`src/rtl/pkt_unpacker_if.sv`:
```
// Receive-word handshake plus presented-packet fields between the radio front end, the unpacker and its consumers.
// slave is the unpacker side, master is the front end / consumer side.
interface pkt_unpacker_if #(
   parameter int WORD_WIDTH = 16
);
   logic                  rx_valid;
   logic [WORD_WIDTH-1:0] rx_word;
   logic                  rx_ready;
   logic                  pkt_ack;
   logic                  pkt_valid;
   logic                  pkt_drop;
   logic [1:0]            drop_reason;
   logic [2:0]            fPacketType;
   logic [WORD_WIDTH-1:0] fSourceID;
   logic [WORD_WIDTH-1:0] fDestinationID;
   logic [WORD_WIDTH-1:0] fEnergyLeft;
   logic [WORD_WIDTH-1:0] fQValue;
   logic [WORD_WIDTH-1:0] fSourceHops;
   logic [WORD_WIDTH-1:0] fChosenCH;
   logic [WORD_WIDTH-1:0] fHopsFromCH;
   logic                  iAmDestination;
   logic                  isBroadcast;

   modport slave (
      input  rx_valid, rx_word, pkt_ack,
      output rx_ready, pkt_valid, pkt_drop, drop_reason,
      output fPacketType, fSourceID, fDestinationID, fEnergyLeft,
      output fQValue, fSourceHops, fChosenCH, fHopsFromCH,
      output iAmDestination, isBroadcast
   );

   modport master (
      output rx_valid, rx_word, pkt_ack,
      input  rx_ready, pkt_valid, pkt_drop, drop_reason,
      input  fPacketType, fSourceID, fDestinationID, fEnergyLeft,
      input  fQValue, fSourceHops, fChosenCH, fHopsFromCH,
      input  iAmDestination, isBroadcast
   );
endinterface

```
`src/rtl/pkt_unpacker.sv`:
```
// Deserialises an 8-word rx packet into named fields, classifies it, then holds it for a valid/ack consumer or drops it.
// pkt_valid rises two edges after the last-word handshake; rx_ready stays low from the last word until ack.
module pkt_unpacker #(
   parameter int WORD_WIDTH = 16,
   parameter int PKT_WORDS  = 8,
   parameter int RX_TIMEOUT = 15
) (
   input  logic                  clk,
   input  logic                  nrst,
   input  logic                  en,
   input  logic [WORD_WIDTH-1:0] myNodeID,
   pkt_unpacker_if.slave         bus
);
   localparam int WCNT_W = $clog2(PKT_WORDS);
   localparam int TMO_W  = $clog2(RX_TIMEOUT + 1);
   localparam logic [WCNT_W-1:0]     LAST_WORD = WCNT_W'(PKT_WORDS - 1);
   localparam logic [TMO_W-1:0]      TMO_LOAD  = TMO_W'(RX_TIMEOUT);
   localparam logic [WORD_WIDTH-1:0] BCAST_ID  = '1;
   localparam logic [2:0]            TYPE_BAD  = 3'b111;
   localparam logic [1:0]            DR_TYPE   = 2'b01;
   localparam logic [1:0]            DR_ECHO   = 2'b10;
   localparam logic [1:0]            DR_TMO    = 2'b11;

   typedef enum logic [1:0] {IDLE = 2'd0, RECV = 2'd1, CHECK = 2'd2, HOLD = 2'd3} state_t;
   state_t state, state_nxt;

   logic [WCNT_W-1:0]     wcnt;
   logic [TMO_W-1:0]      tmo;
   logic                  rx_ready, pkt_valid, pkt_drop;
   logic [1:0]            drop_reason;
   logic [2:0]            pkt_type;
   logic [WORD_WIDTH-1:0] src_id, dst_id, energy, qvalue, src_hops, chosen_ch, hops_ch;
   logic                  i_am_dst, is_bcast;

   logic                  rx_ready_nxt, pkt_valid_nxt, pkt_drop_nxt;
   logic [1:0]            drop_reason_nxt;
   logic                  accept, last_word, tmo_exp, bad_type, self_echo, reject;

   assign accept    = bus.rx_valid && rx_ready;
   assign last_word = accept && (wcnt == LAST_WORD);
   assign tmo_exp   = (state == RECV) && rx_ready && !accept && (tmo == '0);
   assign bad_type  = (pkt_type == TYPE_BAD);
   assign self_echo = (src_id == myNodeID);
   assign reject    = (state == CHECK) && (bad_type || self_echo);

   always_ff @(posedge clk or negedge nrst) begin
      if (!nrst) state <= IDLE;
      else       state <= state_nxt;
   end

   // RECV with rx_ready low means the last word is already stored; that cycle registers it before CHECK.
   always_comb begin
      state_nxt = state;
      case (state)
         IDLE:    if (accept) state_nxt = RECV;
         RECV:    if (tmo_exp) state_nxt = IDLE;
                  else if (!rx_ready) state_nxt = CHECK;
         CHECK:   state_nxt = (bad_type || self_echo) ? IDLE : HOLD;
         HOLD:    if (bus.pkt_ack) state_nxt = IDLE;
         default: state_nxt = IDLE;
      endcase
   end

   always_comb begin
      rx_ready_nxt    = ((state_nxt == IDLE) && en) || ((state_nxt == RECV) && !last_word);
      pkt_valid_nxt   = (state_nxt == HOLD);
      pkt_drop_nxt    = tmo_exp || reject;
      drop_reason_nxt = drop_reason;
      if (tmo_exp)     drop_reason_nxt = DR_TMO;
      else if (reject) drop_reason_nxt = bad_type ? DR_TYPE : DR_ECHO;
   end

   always_ff @(posedge clk or negedge nrst) begin
      if (!nrst) begin
         rx_ready    <= 1'b0;
         pkt_valid   <= 1'b0;
         pkt_drop    <= 1'b0;
         drop_reason <= 2'b00;
         wcnt        <= '0;
         tmo         <= '0;
         pkt_type    <= TYPE_BAD;
         src_id      <= '0;
         dst_id      <= BCAST_ID;
         energy      <= '0;
         qvalue      <= '0;
         src_hops    <= '0;
         chosen_ch   <= '0;
         hops_ch     <= '0;
         i_am_dst    <= 1'b0;
         is_bcast    <= 1'b0;
      end else begin
         rx_ready    <= rx_ready_nxt;
         pkt_valid   <= pkt_valid_nxt;
         pkt_drop    <= pkt_drop_nxt;
         drop_reason <= drop_reason_nxt;
         case (state)
            IDLE: begin
               if (accept) begin
                  pkt_type <= bus.rx_word[2:0];
                  wcnt     <= WCNT_W'(1);
                  tmo      <= TMO_LOAD;
               end
            end
            RECV: begin
               if (accept) begin
                  case (wcnt)
                     WCNT_W'(1): src_id    <= bus.rx_word;
                     WCNT_W'(2): dst_id    <= bus.rx_word;
                     WCNT_W'(3): energy    <= bus.rx_word;
                     WCNT_W'(4): qvalue    <= bus.rx_word;
                     WCNT_W'(5): src_hops  <= bus.rx_word;
                     WCNT_W'(6): chosen_ch <= bus.rx_word;
                     WCNT_W'(7): hops_ch   <= bus.rx_word;
                     default:    ;
                  endcase
                  wcnt <= (wcnt == LAST_WORD) ? '0 : wcnt + WCNT_W'(1);
                  tmo  <= TMO_LOAD;
               end else if (tmo_exp) begin
                  wcnt <= '0;
               end else if (rx_ready) begin
                  tmo <= tmo - TMO_W'(1);
               end
            end
            CHECK: begin
               i_am_dst <= (dst_id == myNodeID);
               is_bcast <= (dst_id == BCAST_ID);
            end
            default: ;
         endcase
      end
   end

   assign bus.rx_ready       = rx_ready;
   assign bus.pkt_valid      = pkt_valid;
   assign bus.pkt_drop       = pkt_drop;
   assign bus.drop_reason    = drop_reason;
   assign bus.fPacketType    = pkt_type;
   assign bus.fSourceID      = src_id;
   assign bus.fDestinationID = dst_id;
   assign bus.fEnergyLeft    = energy;
   assign bus.fQValue        = qvalue;
   assign bus.fSourceHops    = src_hops;
   assign bus.fChosenCH      = chosen_ch;
   assign bus.fHopsFromCH    = hops_ch;
   assign bus.iAmDestination = i_am_dst;
   assign bus.isBroadcast    = is_bcast;
endmodule

```
`src/flat_wrapper.sv`:
```
// flat-port wrapper written by rule: the top's interface ports become plain ports
module pkt_unpacker_flat 
#(
   parameter int WORD_WIDTH = 16,
   parameter int PKT_WORDS  = 8,
   parameter int RX_TIMEOUT = 15
)
  (clk, nrst, en, myNodeID, bus_rx_valid, bus_rx_word, bus_pkt_ack, bus_rx_ready, bus_pkt_valid, bus_pkt_drop, bus_drop_reason, bus_fPacketType, bus_fSourceID, bus_fDestinationID, bus_fEnergyLeft, bus_fQValue, bus_fSourceHops, bus_fChosenCH, bus_fHopsFromCH, bus_iAmDestination, bus_isBroadcast);
  pkt_unpacker_if #(.WORD_WIDTH(WORD_WIDTH)) bus_i ();
  input  logic clk;
  input  logic nrst;
  input  logic en;
  input  logic [WORD_WIDTH-1:0] myNodeID;
  input wire logic [$bits(bus_i.rx_valid)-1:0] bus_rx_valid;
  input wire logic [$bits(bus_i.rx_word)-1:0] bus_rx_word;
  input wire logic [$bits(bus_i.pkt_ack)-1:0] bus_pkt_ack;
  output wire logic [$bits(bus_i.rx_ready)-1:0] bus_rx_ready;
  output wire logic [$bits(bus_i.pkt_valid)-1:0] bus_pkt_valid;
  output wire logic [$bits(bus_i.pkt_drop)-1:0] bus_pkt_drop;
  output wire logic [$bits(bus_i.drop_reason)-1:0] bus_drop_reason;
  output wire logic [$bits(bus_i.fPacketType)-1:0] bus_fPacketType;
  output wire logic [$bits(bus_i.fSourceID)-1:0] bus_fSourceID;
  output wire logic [$bits(bus_i.fDestinationID)-1:0] bus_fDestinationID;
  output wire logic [$bits(bus_i.fEnergyLeft)-1:0] bus_fEnergyLeft;
  output wire logic [$bits(bus_i.fQValue)-1:0] bus_fQValue;
  output wire logic [$bits(bus_i.fSourceHops)-1:0] bus_fSourceHops;
  output wire logic [$bits(bus_i.fChosenCH)-1:0] bus_fChosenCH;
  output wire logic [$bits(bus_i.fHopsFromCH)-1:0] bus_fHopsFromCH;
  output wire logic [$bits(bus_i.iAmDestination)-1:0] bus_iAmDestination;
  output wire logic [$bits(bus_i.isBroadcast)-1:0] bus_isBroadcast;
  assign bus_i.rx_valid = bus_rx_valid;
  assign bus_i.rx_word = bus_rx_word;
  assign bus_i.pkt_ack = bus_pkt_ack;
  assign bus_rx_ready = bus_i.rx_ready;
  assign bus_pkt_valid = bus_i.pkt_valid;
  assign bus_pkt_drop = bus_i.pkt_drop;
  assign bus_drop_reason = bus_i.drop_reason;
  assign bus_fPacketType = bus_i.fPacketType;
  assign bus_fSourceID = bus_i.fSourceID;
  assign bus_fDestinationID = bus_i.fDestinationID;
  assign bus_fEnergyLeft = bus_i.fEnergyLeft;
  assign bus_fQValue = bus_i.fQValue;
  assign bus_fSourceHops = bus_i.fSourceHops;
  assign bus_fChosenCH = bus_i.fChosenCH;
  assign bus_fHopsFromCH = bus_i.fHopsFromCH;
  assign bus_iAmDestination = bus_i.iAmDestination;
  assign bus_isBroadcast = bus_i.isBroadcast;
  pkt_unpacker #(.WORD_WIDTH(WORD_WIDTH), .PKT_WORDS(PKT_WORDS), .RX_TIMEOUT(RX_TIMEOUT)) u_core (.clk(clk), .nrst(nrst), .en(en), .myNodeID(myNodeID), .bus(bus_i));
endmodule
```
`config.mk`:
```
export PLATFORM = sky130hd
export DESIGN_NAME = pkt_unpacker_flat
export DESIGN_NICKNAME = d
export VERILOG_FILES = /design/src/rtl/pkt_unpacker_if.sv /design/src/rtl/pkt_unpacker.sv /design/src/flat_wrapper.sv
export SDC_FILE = /design/constraint.sdc
export NUM_CORES = 1
export LEC_CHECK = 0
export CAP_MARGIN = 20
export CORE_AREA = 2 2 158 83
export CTS_CLUSTER_DIAMETER = 120
export DETAILED_ROUTE_END_ITERATION = 8
export DIE_AREA = 0 0 160 85
export PLACE_DENSITY_LB_ADDON = 0.08
export SETUP_SLACK_MARGIN = 0.5
export SYNTH_ARGS = -nofsm -noshare
export SYNTH_HDL_FRONTEND = slang
export SYNTH_SLANG_ARGS = --single-unit
```
`constraint.sdc`:
```
create_clock -name clk -period 2.55 [get_ports clk]
set_input_delay 0.765 -clock clk [delete_from_list [all_inputs] [get_ports clk]]
set_output_delay 0.765 -clock clk [all_outputs]
set_load 0.02 [all_outputs]
```
Word-level counts from Yosys, hierarchy flattened
Index checks and enable logic that the tools add are counted.
{"block": "totals", "reg_bits": 131, "word_cells": 86, "output_inout_bits": 122, "in_bits": 37}
{"block": "classes", "reduce_logical": 28, "eq_ne": 20, "n_mux": 19, "add_sub_neg": 2}
{"cell": "== test 16 bit", "count": 2}
{"cell": "AND reduction 3 bit", "count": 8}
{"cell": "== test 16 bit, second input constant", "count": 1}
{"cell": "2-to-1 mux 2 bit", "count": 8}
{"cell": "2-to-1 mux 4 bit", "count": 4}
{"cell": "== test 3 bit, second input constant", "count": 5}
{"cell": "2-to-1 mux 3 bit", "count": 4}
{"cell": "logical AND 1 bit", "count": 8}
{"cell": "one-hot mux 2 bit (4 select lines)", "count": 1}
{"cell": "one-hot mux 4 bit (2 select lines)", "count": 1}
{"cell": "== test 2 bit, second input constant", "count": 3}
{"cell": "== test 3 x 2 -> 1 bit, second input constant", "count": 2}
{"cell": "inequality test 3 x 1 -> 1 bit, second input constant", "count": 2}
{"cell": "one-hot mux 3 bit (2 select lines)", "count": 1}
{"cell": "== test 2 x 1 -> 1 bit, second input constant", "count": 2}
{"cell": "zero test 2 bit", "count": 2}
{"cell": "zero test 4 bit", "count": 1}
{"cell": "AND reduction 4 bit", "count": 1}
{"cell": "nonzero test 2 bit", "count": 2}
{"cell": "subtractor 4 x 1 -> 4 bit, second input constant", "count": 1}
{"cell": "adder 3 x 1 -> 3 bit, second input constant", "count": 1}
{"cell": "== test 3 x 1 -> 1 bit, second input constant", "count": 1}
{"cell": "logical OR 1 bit", "count": 3}
{"cell": "inequality test 3 x 2 -> 1 bit, second input constant", "count": 1}
{"cell": "3 further kinds", "count": 4}

Depth between registers and ports, before layout
{"block": "depth", "word_depth": 9, "ltp_mapped": 8, "depth_no_buf": 6}

Least setup slack after synthesis
OpenSTA, ideal clock, no wires.
{"block": "synth_path", "path_type": "input to register", "start": "input port myNodeID[1]", "end": "register u_core.state[0]", "required_ns": 2.393, "n_path_buf": 0, "setup_slack_ns": 0.601, "setup_time_ns": 0.157, "arrival_time_ns": 1.792, "cell_stages": 4, "cell_sequence": "xnor2_1 -> nand4_1 -> nor4_1 -> o21ai_0"}
{"block": "synth_between", "elab_chain_cells": 4}
{"element": "start, declared", "line_no": "flat_wrapper.sv:13", "text": "input logic [WORD_WIDTH-1:0] myNodeID;"}
{"element": "== test 16 bit", "line_no": "pkt_unpacker.sv:43", "text": "assign self_echo = (src_id == myNodeID);"}
{"element": "logical OR 1 bit", "line_no": "pkt_unpacker.sv:58", "text": "CHECK: state_nxt = (bad_type || self_echo) ? IDLE : HOLD;"}
{"element": "2-to-1 mux 2 bit", "line_no": "pkt_unpacker.sv:58"}
{"element": "one-hot mux 2 bit (4 select lines)", "line_no": "pkt_unpacker.sv:54", "text": "case (state)"}
{"element": "via u_core.state_nxt[0]", "line_no": "pkt_unpacker.sv:25", "text": "state_t state, state_nxt;"}
{"element": "end signal, assigned", "line_no": "pkt_unpacker.sv:48", "text": "else state <= state_nxt;"}
{"element": "end, declared", "line_no": "pkt_unpacker.sv:25"}
The timed path passes the listed nets, and every way through them passes these cells.
A chain may end at the register's enable or synchronous reset.

Worst setup path in the final report
{"block": "layout_path", "start": "register u_core.dst_id[9], in the netlist u_core.bus.fDestinationID[9]", "end": "output port bus_fDestinationID[9]"}
{"element": "start, declared", "line_no": "pkt_unpacker.sv:32", "text": "logic [WORD_WIDTH-1:0] src_id, dst_id, energy, qvalue, src_hops, chosen_ch, hops_ch;"}
{"element": "start signal, assigned", "line_no": "pkt_unpacker.sv:108", "text": "WCNT_W'(2): dst_id <= bus.rx_word;"}
{"element": "end, declared", "line_no": "flat_wrapper.sv:23", "text": "output wire logic [$bits(bus_i.fDestinationID)-1:0] bus_fDestinationID;"}
No word-level cell between the ends.

==> run metrics <==
R2R Setup Slk=roughly 0.6 ns; Fillers=958; top cells by area, synth=dfrtp_1 49%, mux2_2 19%, dfstp_2 8.7%, mux2_4 5.2%, xnor2_1 2.4%; area grow syn2layout=40.4%; Slew Limit Fails=0; Int Power=roughly 5 mW; Max clock buf depth=2; Crit. End Element=primary output; Core Region=12300 sq um; Worst R2R Start=u_core.state[0]; critical path type=reg -> out; row cnt=29; most frequent cell after synthesis=dfrtp_1; flops & latches, synth=131; sequential share of power=0.397; Peak supply drop=0.487 mV; Synth area leader=dfrtp_1; Max Fanout on Critical Path=4; Worst path top cell family by delay=flip-flops; post-synthesis cell count=388; Final ANT Viol Nets=0; TNS Setup=0 ns; Final min period=2.02 ns; Fin. Hold Viols=0; Detail Placement HPWL=about 11000 um; vias in the first global route=between 4000 and 5000; Total Routing Usage GR=0.234; CP max-delay cell=dfstp_2; TritonCTS clock tree=yes; Clock Latency Late Sink=a little over 0.4 ns; initial core utilization=0.467; number of max-cap violations=0; nets@finish=around 620; IO buf count=between 150 and 200; total chip power=7.69 mW; Leakage=4.22 nW; die height=85 um; Top FF cell, synth=dfrtp_1; slew of the pin with the lowest slew margin=approximately 0.63 ns; Fmax=0.496 GHz; part of the power in combinational logic=0.296; Sw Pwr=2.54 mW; Synth top area share=0.490; grt ovf=0; Die ar.=about 14000 sq um; post-layout util=0.655; H-Tree Depth=4; count of TritonRoute iterations in the first routing pass=4; first-pass GRT wire length=~24000 um; Antenna Cells=0; crit path from=u_core.bus.fDestinationID[9]; largest stage delay on the critical path=0.57 ns; DRT iter0 DRCs=between 150 and 200; RSZ-0062 raised after global routing=no; Syn Nets=433; io pins=159; run status=finished, final reports clean; WP data required=~1.8 ns; GPL Wtd Cong=approximately 0.8; initial antenna violation count=0; worst path bufs/invs=1; Critical Path Source Type=register; commonest cells in the synthesized netlist=112 x dfrtp_1, 95 x mux2_2, 20 x mux2_4; Num CTS Buffers=17; Tcrit/Tclk final=0.791; die width=approximately 160 um; data arrival time of the worst path=roughly 1.3 ns; placed inst area=roughly 7600 sq um; FFs w/ async S/R, synth=1.00; path type of the worst min-delay path=in -> async; library cells used by synthesis=43; Final Cell Area=about 8000 sq um; CTS Hold Bufs=0; average cell area after synthesis=roughly 15 sq um; synth warn=0; Slew HR=0.578; crit path cell chain=clkdlybuf4s15_2; vias per cell=~5; Seq/Total Area, Yosys=0.577; Sw Ratio=0.330; CTS clk-pin slew, worst paths=~0.06 ns; Worst Clk Skew=0.00669 ns; final WL=roughly 15000 um; layout cells sized above 1=0.374; Post-CTS Setup Bufs=0; Synth Cell Area=between 5000 and 6000 sq um; Clk network pwr share=0.308; largest net degree at the start of global routing=66; vias after detailed routing=roughly 3800; PD cells=956 nW/um^2; final setup violation count=0; WL/cell=approximately 20 um; total clock sinks=between 100 and 150; DRC=0; CTS root buf=clkbuf_16; number of synthesized flops with an enable pin=0
==> cells in the final DEF (no fill, tap or decap), types with 5 or more instances in the layout <==
cell type and count:
inv_1 7, ha_1 8, clkdlybuf4s50_1 35, xnor2_1 16, clkbuf_16 17, nand4_1 9, dfstp_2 19, mux2_4 20
buf_2 9, clkdlybuf4s15_2 6, o21ai_0 6, dlygate4sd2_1 102, dfrtp_1 112, nand2_1 13, mux2_2 95, buf_4 17
buf_12 6, nor2_1 6, xor2_1 16, clkinvlp_4 5
==> area by class of cell <==
type	instances	area, sq um	share of cell area
timing repair buffer	181	1650	0.205
multi-input combinational	238	2270	0.283
clock buffer	19	443	0.0551
sequential	131	3300	0.411
clock inverter	13	135	0.0168
tap	170	213	0.0265
inverter	7	26.3	0.00327
==> metrics by stage <==
stage	std cells	hold slack (ns)	setup slack, ns
global route	759	0.373	0.501
floorplan	388	0.456	0.601
finish	759	0.338	0.533
detailed placement	727	0.481	0.0855
CTS	759	0.352	0.402
global placement	727	0.475	0.0705
==> sequential cells by signal (all words and copies together) (netlist names), 2 cells and up <==
register                   flops
u_core.bus.fEnergyLeft        16
u_core.bus.fSourceID          16
u_core.state                   2
u_core.bus.fPacketType         3
u_core.bus.fHopsFromCH        16
u_core.bus.fChosenCH          16
u_core.wcnt                    3
u_core.bus.fDestinationID     16
u_core.tmo                     4
u_core.bus.fSourceHops        16
u_core.bus.drop_reason         2
u_core.bus.fQValue            16
==> cell families after synthesis <==
| logic type | count (synthesis) | synth area share |
|---|---|---|
| mux | 115 | 0.239 |
| xor+xnor | 32 | 0.0489 |
| flops | 131 | 0.577 |
| compound gates | 22 | 0.0264 |
| fa+ha+maj | 8 | 0.0175 |
| buf+inv | 19 | 0.0278 |
| simple gates | 61 | 0.0634 |
==> power by group through the flow <==
stage	sequential [mW]	combinational, mW	clock, mW
after global placement	3.07	2.52	0
after global routing	3.12	2.44	2.51
final	3.05	2.27	2.36
after detailed placement	3.09	2.57	0
after CTS	3.05	2.32	2.42
after floorplan	3.47	0.949	0
==> layer usage <==
layer  track usage  part of all wire  up-vias
met3        0.0850             0.080       11
met5             0                 0        -
li1              -                 -     1766
met4        0.0680            0.0081        0
met1         0.321              0.47     1908
met2         0.352              0.45      112
==> worst paths after layout <==
check,end,cells past startpoint
min in group clk,u_core.tmo[0],1
max,bus_fDestinationID[9],1
min,u_core.bus.fHopsFromCH[15],1
min reg2reg,u_core.tmo[0],1
max in group asynchronous,u_core.bus.fChosenCH[10],2
max reg2reg,u_core.bus.fSourceID[7],5
==> repair_timing <==
action | in CTS | in global routing
endpoints found under the hold margin | 0 | 0
setup endpoints to repair | 122 | 72
gates resized for setup | 161 | 11
No activity file was read; power rests on OpenSTA's default activity.
